--- config.mk ---
export PLATFORM = sky130hd
export DESIGN_NAME = sat_scale_acc
export DESIGN_NICKNAME = d
export VERILOG_FILES = /design/src/rtl/sat_pkg.sv /design/src/rtl/sat_pipe_stage.sv /design/src/rtl/sat_scale_acc.sv
export SDC_FILE = /design/constraint.sdc
export NUM_CORES = 1
export LEC_CHECK = 0
export BUFFER_PORTS_ARGS = -buffer_cell sky130_fd_sc_hd__buf_2
export CORE_ASPECT_RATIO = 0.75
export CORE_MARGIN = 5
export CORE_UTILIZATION = 40
export CTS_CLUSTER_SIZE = 40
export DETAILED_ROUTE_END_ITERATION = 10
export SETUP_SLACK_MARGIN = 0.15
export SKIP_LAST_GASP = 1
export SLEW_MARGIN = 40
export SYNTH_ARGS = -nofsm -noshare
export SYNTH_HDL_FRONTEND = slang
export SYNTH_SLANG_ARGS = --single-unit
--- constraint.sdc ---
create_clock -name clk -period 3.1 [get_ports clk]
set_input_delay 0.31 -clock clk [delete_from_list [all_inputs] [get_ports clk]]
set_output_delay 0.31 -clock clk [all_outputs]
set_load 0.05 [all_outputs]
--- src/rtl/sat_pkg.sv ---
// Shared types and clamp helpers for the saturating
// scale-add/accumulate datapath.
package sat_pkg;

  typedef enum logic {
    MODE_ADD = 1'b0,
    MODE_ACC = 1'b1
  } mode_e;

  function automatic logic [31:0] sat_max(
    input int unsigned w
  );
    return (32'd1 << w) - 32'd1;
  endfunction

  function automatic logic [31:0] sat_clamp(
    input logic [31:0] value,
    input int unsigned w
  );
    return (value > sat_max(w)) ? sat_max(w) : value;
  endfunction

endpackage

--- src/rtl/sat_pipe_stage.sv ---
// One valid/ready register slice; accepts whenever
// empty or its current beat is being taken.
module sat_pipe_stage #(
  parameter int unsigned WIDTH = 8
) (
  input  logic             clk,
  input  logic             rst_n,
  input  logic             in_valid,
  output logic             in_ready,
  input  logic [WIDTH-1:0] in_data,
  output logic             out_valid,
  input  logic             out_ready,
  output logic [WIDTH-1:0] out_data
);

  assign in_ready = !out_valid || out_ready;

  // Load a new beat (or go empty) whenever the slot frees up.
  always_ff @(posedge clk or negedge rst_n) begin
    if (!rst_n) begin
      out_valid <= 1'b0;
      out_data  <= '0;
    end else if (in_ready) begin
      out_valid <= in_valid;
      if (in_valid) begin
        out_data <= in_data;
      end
    end
  end

endmodule

--- src/rtl/sat_scale_acc.sv ---
// Two-stage saturating y = sat(a + (b << SHIFT)) with
// optional accumulation and a sticky saturation flag.
module sat_scale_acc
  import sat_pkg::*;
#(
  parameter int unsigned W     = 5,
  parameter int unsigned SHIFT = 1
) (
  input  logic         clk,
  input  logic         rst_n,
  input  logic         in_valid,
  output logic         in_ready,
  input  logic [W-1:0] in_a,
  input  logic [W-1:0] in_b,
  input  logic         in_acc,
  input  logic         acc_clr,
  output logic         out_valid,
  input  logic         out_ready,
  output logic [W-1:0] out_y,
  output logic         out_sat,
  output logic         sat_sticky
);

  localparam int unsigned W1 = W + SHIFT + 1;
  localparam int unsigned W2 = W + SHIFT + 2;
  localparam logic [W2-1:0] RMAX = W2'(sat_max(W));

  logic [W1-1:0] sum1;
  logic [W1:0]   s1_in;
  logic [W1:0]   s1_data;
  logic          s1_valid;
  logic          s2_ready;
  mode_e         s1_mode;
  logic [W1-1:0] s1_sum;
  logic [W-1:0]  acc;
  logic [W-1:0]  acc_eff;
  logic [W2-1:0] r;
  logic          r_sat;
  logic [W-1:0]  r_y;
  logic          enter;

  assign sum1  = W1'(in_a) + (W1'(in_b) << SHIFT);
  assign s1_in = {in_acc, sum1};

  sat_pipe_stage #(
    .WIDTH (W1 + 1)
  ) u_s1 (
    .clk       (clk),
    .rst_n     (rst_n),
    .in_valid  (in_valid),
    .in_ready  (in_ready),
    .in_data   (s1_in),
    .out_valid (s1_valid),
    .out_ready (s2_ready),
    .out_data  (s1_data)
  );

  assign s1_mode = mode_e'(s1_data[W1]);
  assign s1_sum  = s1_data[W1-1:0];
  assign enter   = s1_valid && s2_ready;

  // Clear takes effect before a coincident beat reads acc.
  always_comb begin
    acc_eff = acc_clr ? '0 : acc;
    r       = W2'(s1_sum);
    if (s1_mode == MODE_ACC) begin
      r = W2'(acc_eff) + W2'(s1_sum);
    end
    r_sat = r > RMAX;
    r_y   = W'(sat_clamp(32'(r), W));
  end

  sat_pipe_stage #(
    .WIDTH (W + 1)
  ) u_s2 (
    .clk       (clk),
    .rst_n     (rst_n),
    .in_valid  (s1_valid),
    .in_ready  (s2_ready),
    .in_data   ({r_sat, r_y}),
    .out_valid (out_valid),
    .out_ready (out_ready),
    .out_data  ({out_sat, out_y})
  );

  // Accumulator and sticky flag update as a beat enters S2.
  always_ff @(posedge clk or negedge rst_n) begin
    if (!rst_n) begin
      acc        <= '0;
      sat_sticky <= 1'b0;
    end else begin
      if (enter && s1_mode == MODE_ACC) begin
        acc <= r_y;
      end else begin
        acc <= acc_eff;
      end
      sat_sticky <= (sat_sticky && !acc_clr)
                    || (enter && r_sat);
    end
  end

endmodule

======== After elaboration in Yosys (flattened, before gate mapping) ========
Cells that the tools add are included.
storage, ports and cells
  memory bits (read-only) ................. 0
  input bits .............................. 16
  word-level logic and storage cells ...... 26
  register bits after elaboration ......... 22
  output and inout bits ................... 9
  memories kept ........................... 0
  latch bits .............................. 0
  memory bits (writable) .................. 0
cells by class
  add/subtract/negate cells ............... 2
  bitwise operators ....................... 0
  eq/ne operators ......................... 0
  reductions and logical operators ........ 12
  div/mod/pow operators ................... 0
  $mul .................................... 0
  magnitude comparators ................... 2
  mux-type cells .......................... 4
  shift-type cells ........................ 0
operators by type and width
  kind                                                number
  > comparator 8 x 5 -> 1 bit, second input constant  2
  2-to-1 mux 5 bit                                    3
  adder 5 x 7 -> 8 bit                                1
  2-to-1 mux 8 bit                                    1
  adder 5 x 6 -> 7 bit                                1
  logical AND 1 bit                                   4
  AND reduction 2 bit                                 2
  logical NOT 1 bit                                   3
  logical OR 1 bit                                    3

======== Depth between registers and ports, before layout ========
  word-level depth ........................ 6
  depth in mapped cells ................... 9
  depth with buffers taken out ............ 8

======== Cells and area by module ========
Synthesis repeated with hierarchy kept, for this count alone.
unflattened totals
  cells, all modules ...................... 121
  area total of the unflattened synthesis .. 1420.1 um^2
modules (own cells, without submodules)
  module                  times used  seq. area each (um^2)  cells each  area each (um^2)
  sat_scale_acc           1           150.1                  85          737.0
  sat_pipe_stage at u_s1  1           225.2                  20          385.4
  sat_pipe_stage at u_s2  1           175.2                  16          297.8

======== Worst setup path after synthesis ========
No wires, ideal clock.
  kind .................................... register to register
  start ................................... register acc[0]
  end ..................................... register u_s2.out_data[0]
  arrival time ............................ 1.860 ns
  setup time .............................. 0.138 ns
  cell stages (with the launch flop) ...... 10
  path slack .............................. 1.101 ns
  buffers on the path ..................... 1
  period minus slack after synthesis ...... 1.999 ns
  required time ........................... 2.962 ns
  cells stage by stage .................... dfrtp_1 nor2b_1 ha_1 fa_1 a21o_1 a21oi_2 o211a_1 mux2_4 buf_6 a31oi_1
on the way
  longest elaborated chain between the ends .. 5
RTL lines
  what                         line                  source
  start, declared              sat_scale_acc.sv:35   logic [W-1:0] acc;
  start signal, assigned       sat_scale_acc.sv:93   acc <= r_y;
  2-to-1 mux 5 bit (*)         sat_scale_acc.sv:64   acc_eff = acc_clr ? '0 : acc;
  adder 5 x 7 -> 8 bit (*)     sat_scale_acc.sv:67   r = W2'(acc_eff) + W2'(s1_sum);
  2-to-1 mux 8 bit (*)         sat_scale_acc.sv:66   if (s1_mode == MODE_ACC) begin
  > comparator 8 x 5 -> 1 bit  sat_pkg.sv:20         return (value > sat_max(w)) ? sat_max(w) : value;
  2-to-1 mux 5 bit (*)         sat_pkg.sv:20
  end signal, assigned         sat_pipe_stage.sv:26  out_data <= in_data;
  end, declared                sat_pipe_stage.sv:13  output logic [WIDTH-1:0] out_data
Mark *: on every way between the ends. The rest lies on a longest branch, timed or not.
A chain may end at the register's enable or synchronous reset.

======== Final worst setup path ========
  start ................................... register acc[0]
  end ..................................... register u_s2.out_data[3]
The elaborated chain is that of the path after synthesis.

==> out/qor.csv <==
stage,metric,value,unit
run_status,status,"complete, no violations",
sta,fmax,475,MHz
die,start_util,42.2,%
clocking,cts_sinks,22,
layout,most-common-layout-cells,"buf_2 (24), dfrtp_1 (22), nor2_1 (14), nand2_1 (10), ha_1 (9)",
die,dieArea,0.00437,mm^2
clocking,cts-hold-fix-buffers,0,
sta,slew_headroom,66.7,%
detailed_routing,wirelength,2430,um
global_routing,grt_pass1_wl,4260,um
die,die_x,74.7,um
die,boundaryPins,25,
setup_path,criticalPathCategory,flop to flop,
sta,rsz0062_at_grt,no,
placed_design,place.gp.congestion,0.757,
sta,setup_viol,0,
detailed_routing,vias,928,
job,drv_cap,0,
sta,post-route-period-util,67.9,%
layout,nets,177,
layout,layout_commonest_cell,buf_2,
sta,fin_worst_skew,1.23,ps
synth,async_reset_ff_share,100,%
sta,tns,0,ps
clocking,cts_tree,built,
placed_design,io_buffer_count,24,
sta,final_hold_viol_count,0,
clocking,h-tree-depth,1,
min_path,hold_class,input pin to asynchronous set/reset pin,
placed_design,dp_cells,183,
power,peakVddDrop,0.000256,V
setup_path,required,3230,ps
power,p_per_area,669,mW/mm^2
layout,fin_util,48.8,%
synth,ys_ff_latch,22,
sta,finalCriticalPeriod,2110,ps
synth,synth-edff-count,0,
setup_path,cp-start-kind,flop,
power,p_leak,0.725,nW
setup_path,cp-end-kind,flop,
sta,maxSlewViolCount,0,
detailed_routing,drt_iter0_markers,47,
synth,synth-main-ff-cell,dfrtp_1,
clocking,numCtsBuffers,3,
clocking,cts_max_path_buffers,2,
global_routing,grt_usage,12.6,%
setup_path,arrival,2240,ps
setup_path,rr_startpoint,acc[0]$_DFF_PN0_,
synth,syn_area,0.00126,mm^2
detailed_routing,vias_per_cell,4.96,
sta,worst_slew_pin_slew,499,ps
detailed_routing,met2_length,1040,um
synth,synth_seq_area_share,43.8,%
synth,ys_warn_count,0,
synth,synthCells,126,
clocking,cts_resized,0,
global_routing,antenna_found_initial,0,
detailed_routing,dr.pass1.iters,4,
synth,post_synth.cell_area_avg,9.97,um^2
synth,synth_fp_nets,153,
detailed_routing,drc_errors,0,
sta,hold_slack,6.78,ps
detailed_routing,wl_per_cell,13.0,um
setup_path,worstPathMaxFanout,12,
clocking,clk_pin_slew,70,ps
clocking,clk_latency,260,ps
placed_design,dp_hpwl,1960,um
detailed_routing,highest_layer,met4,
clocking,cts_root_buffer,clkbuf_8,
die,fp-row-count,17,
layout,n_antenna_cell,0,
die,die_h,58.5,um
synth,yosysUniqueCellTypes,28,
die,core,0.00298,mm^2
global_routing,grt_pass1_vias,956,
detailed_routing,antenna_left,0,
layout,layout.cells.non_filler,187,
global_routing,grt_max_degree,23,
detailed_routing,route.layer.met1.wl,1190,um
layout,nFillCells,294,
clocking,cts_setup_buffers,0,
layout,drive_gt1_share,22.8,%
detailed_routing,route.met3.wl,186,um
global_routing,grt_overflow,0,
layout,synthToLayoutAreaGrowth,15.6,%
setup_path,startpoint,acc[0]$_DFF_PN0_,
==> logic make-up after synthesis <==
kind of cell	after synthesis	share of synthesized area [%]
buffers and inverters	12	4.18
adders and majority gates	11	12.2
and+or+nand+nor	37	13.6
AOI/OAI and AO/OA	32	16.5
muxes	6	5.48
xor gates and xnor gates	6	4.18
DFF	22	43.8
==> per-layer routing <==
layer / vias to the layer above / GRT usage, %
met2: 28 / 19.6
met1: 419 / 17.4
met5: - / 0
li1: 479 / -
met4: 0 / 3.05
met3: 2 / 3.41
==> metrics by stage <==
stage / worst slack [ps] / total power, mW / area (um^2)
detailed placement: 933 / 0.780 / 1400
global placement: 976 / 0.770 / 1400
floorplan: 1100 / 0.693 / 1260
finish: 994 / 0.972 / 1450
global route: 859 / 1.04 / 1450
CTS: 970 / 0.987 / 1450
==> sequential cells by signal (all words and copies together), names as in the netlist <==
register,flops
u_s2.out_data,6
u_s1.out_data,8
u_s2.out_valid,1
u_s1.out_valid,1
acc,5
sat_sticky,1
==> path summary, 6_finish.rpt <==
path	cells past startpoint	to	slack, ps
max	8	u_s2.out_data[3]$_DFFE_PN0P_	990
min	1	u_s2.out_data[3]$_DFFE_PN0P_	7
max reg2reg	8	u_s2.out_data[3]$_DFFE_PN0P_	990
min reg2reg	2	u_s2.out_data[5]$_DFFE_PN0P_	490
max in group asynchronous	1	acc[0]$_DFF_PN0_	2760
min in group clk	2	u_s1.out_valid$_DFFE_PN0N_	270
==> Yosys cell counts (2+ instances only) <==
| master | number | area (um^2) |
|---|---|---|
| dfrtp_1 | 22 | 551 |
| nor2_1 | 14 | 52.6 |
| nand2_1 | 10 | 37.5 |
| ha_1 | 9 | 113 |
| a31oi_1 | 8 | 50.1 |
| o21ai_0 | 8 | 40.0 |
| inv_1 | 7 | 26.3 |
| a21o_1 | 6 | 45.0 |
| nor2b_1 | 6 | 37.5 |
| xor2_1 | 4 | 35.0 |
| a21oi_1 | 3 | 15.0 |
| mux2_2 | 3 | 33.8 |
| nand2b_1 | 3 | 18.8 |
| a21oi_2 | 2 | 17.5 |
| a2bb2oi_1 | 2 | 17.5 |
| buf_1 | 2 | 7.51 |
| clkbuf_1 | 2 | 7.51 |
| fa_1 | 2 | 40.0 |
| mux2i_1 | 2 | 20.0 |
| o22ai_1 | 2 | 12.5 |
| xnor2_1 | 2 | 17.5 |
==> power breakdown <==
part / total (mW) / internal [mW] / switching [mW]
combinational: 0.382 / 0.133 / 0.249
sequential: 0.388 / 0.348 / 0.0407
clock: 0.202 / 0.113 / 0.0889
==> critical path, cell delays in order, from the launching register on <==
cell and delay (ps):
dfrtp_1 370, nor2b_1 150, ha_1 210, fa_1 400
a21o_1 210, a21oi_2 170, o211a_1 160, mux2_4 220
a31oi_1 90
==> cell type report <==
type / count / area (um^2) / area share [%]
multi-input cells: 92 / 653 / 45.0
repair buffers: 24 / 120 / 8.27
clock buffers: 4 / 55.1 / 3.79
inverters: 7 / 26.3 / 1.81
well taps: 38 / 47.5 / 3.27
flip-flops and latches: 22 / 551 / 37.9
Power figures use the tool's default switching activity.
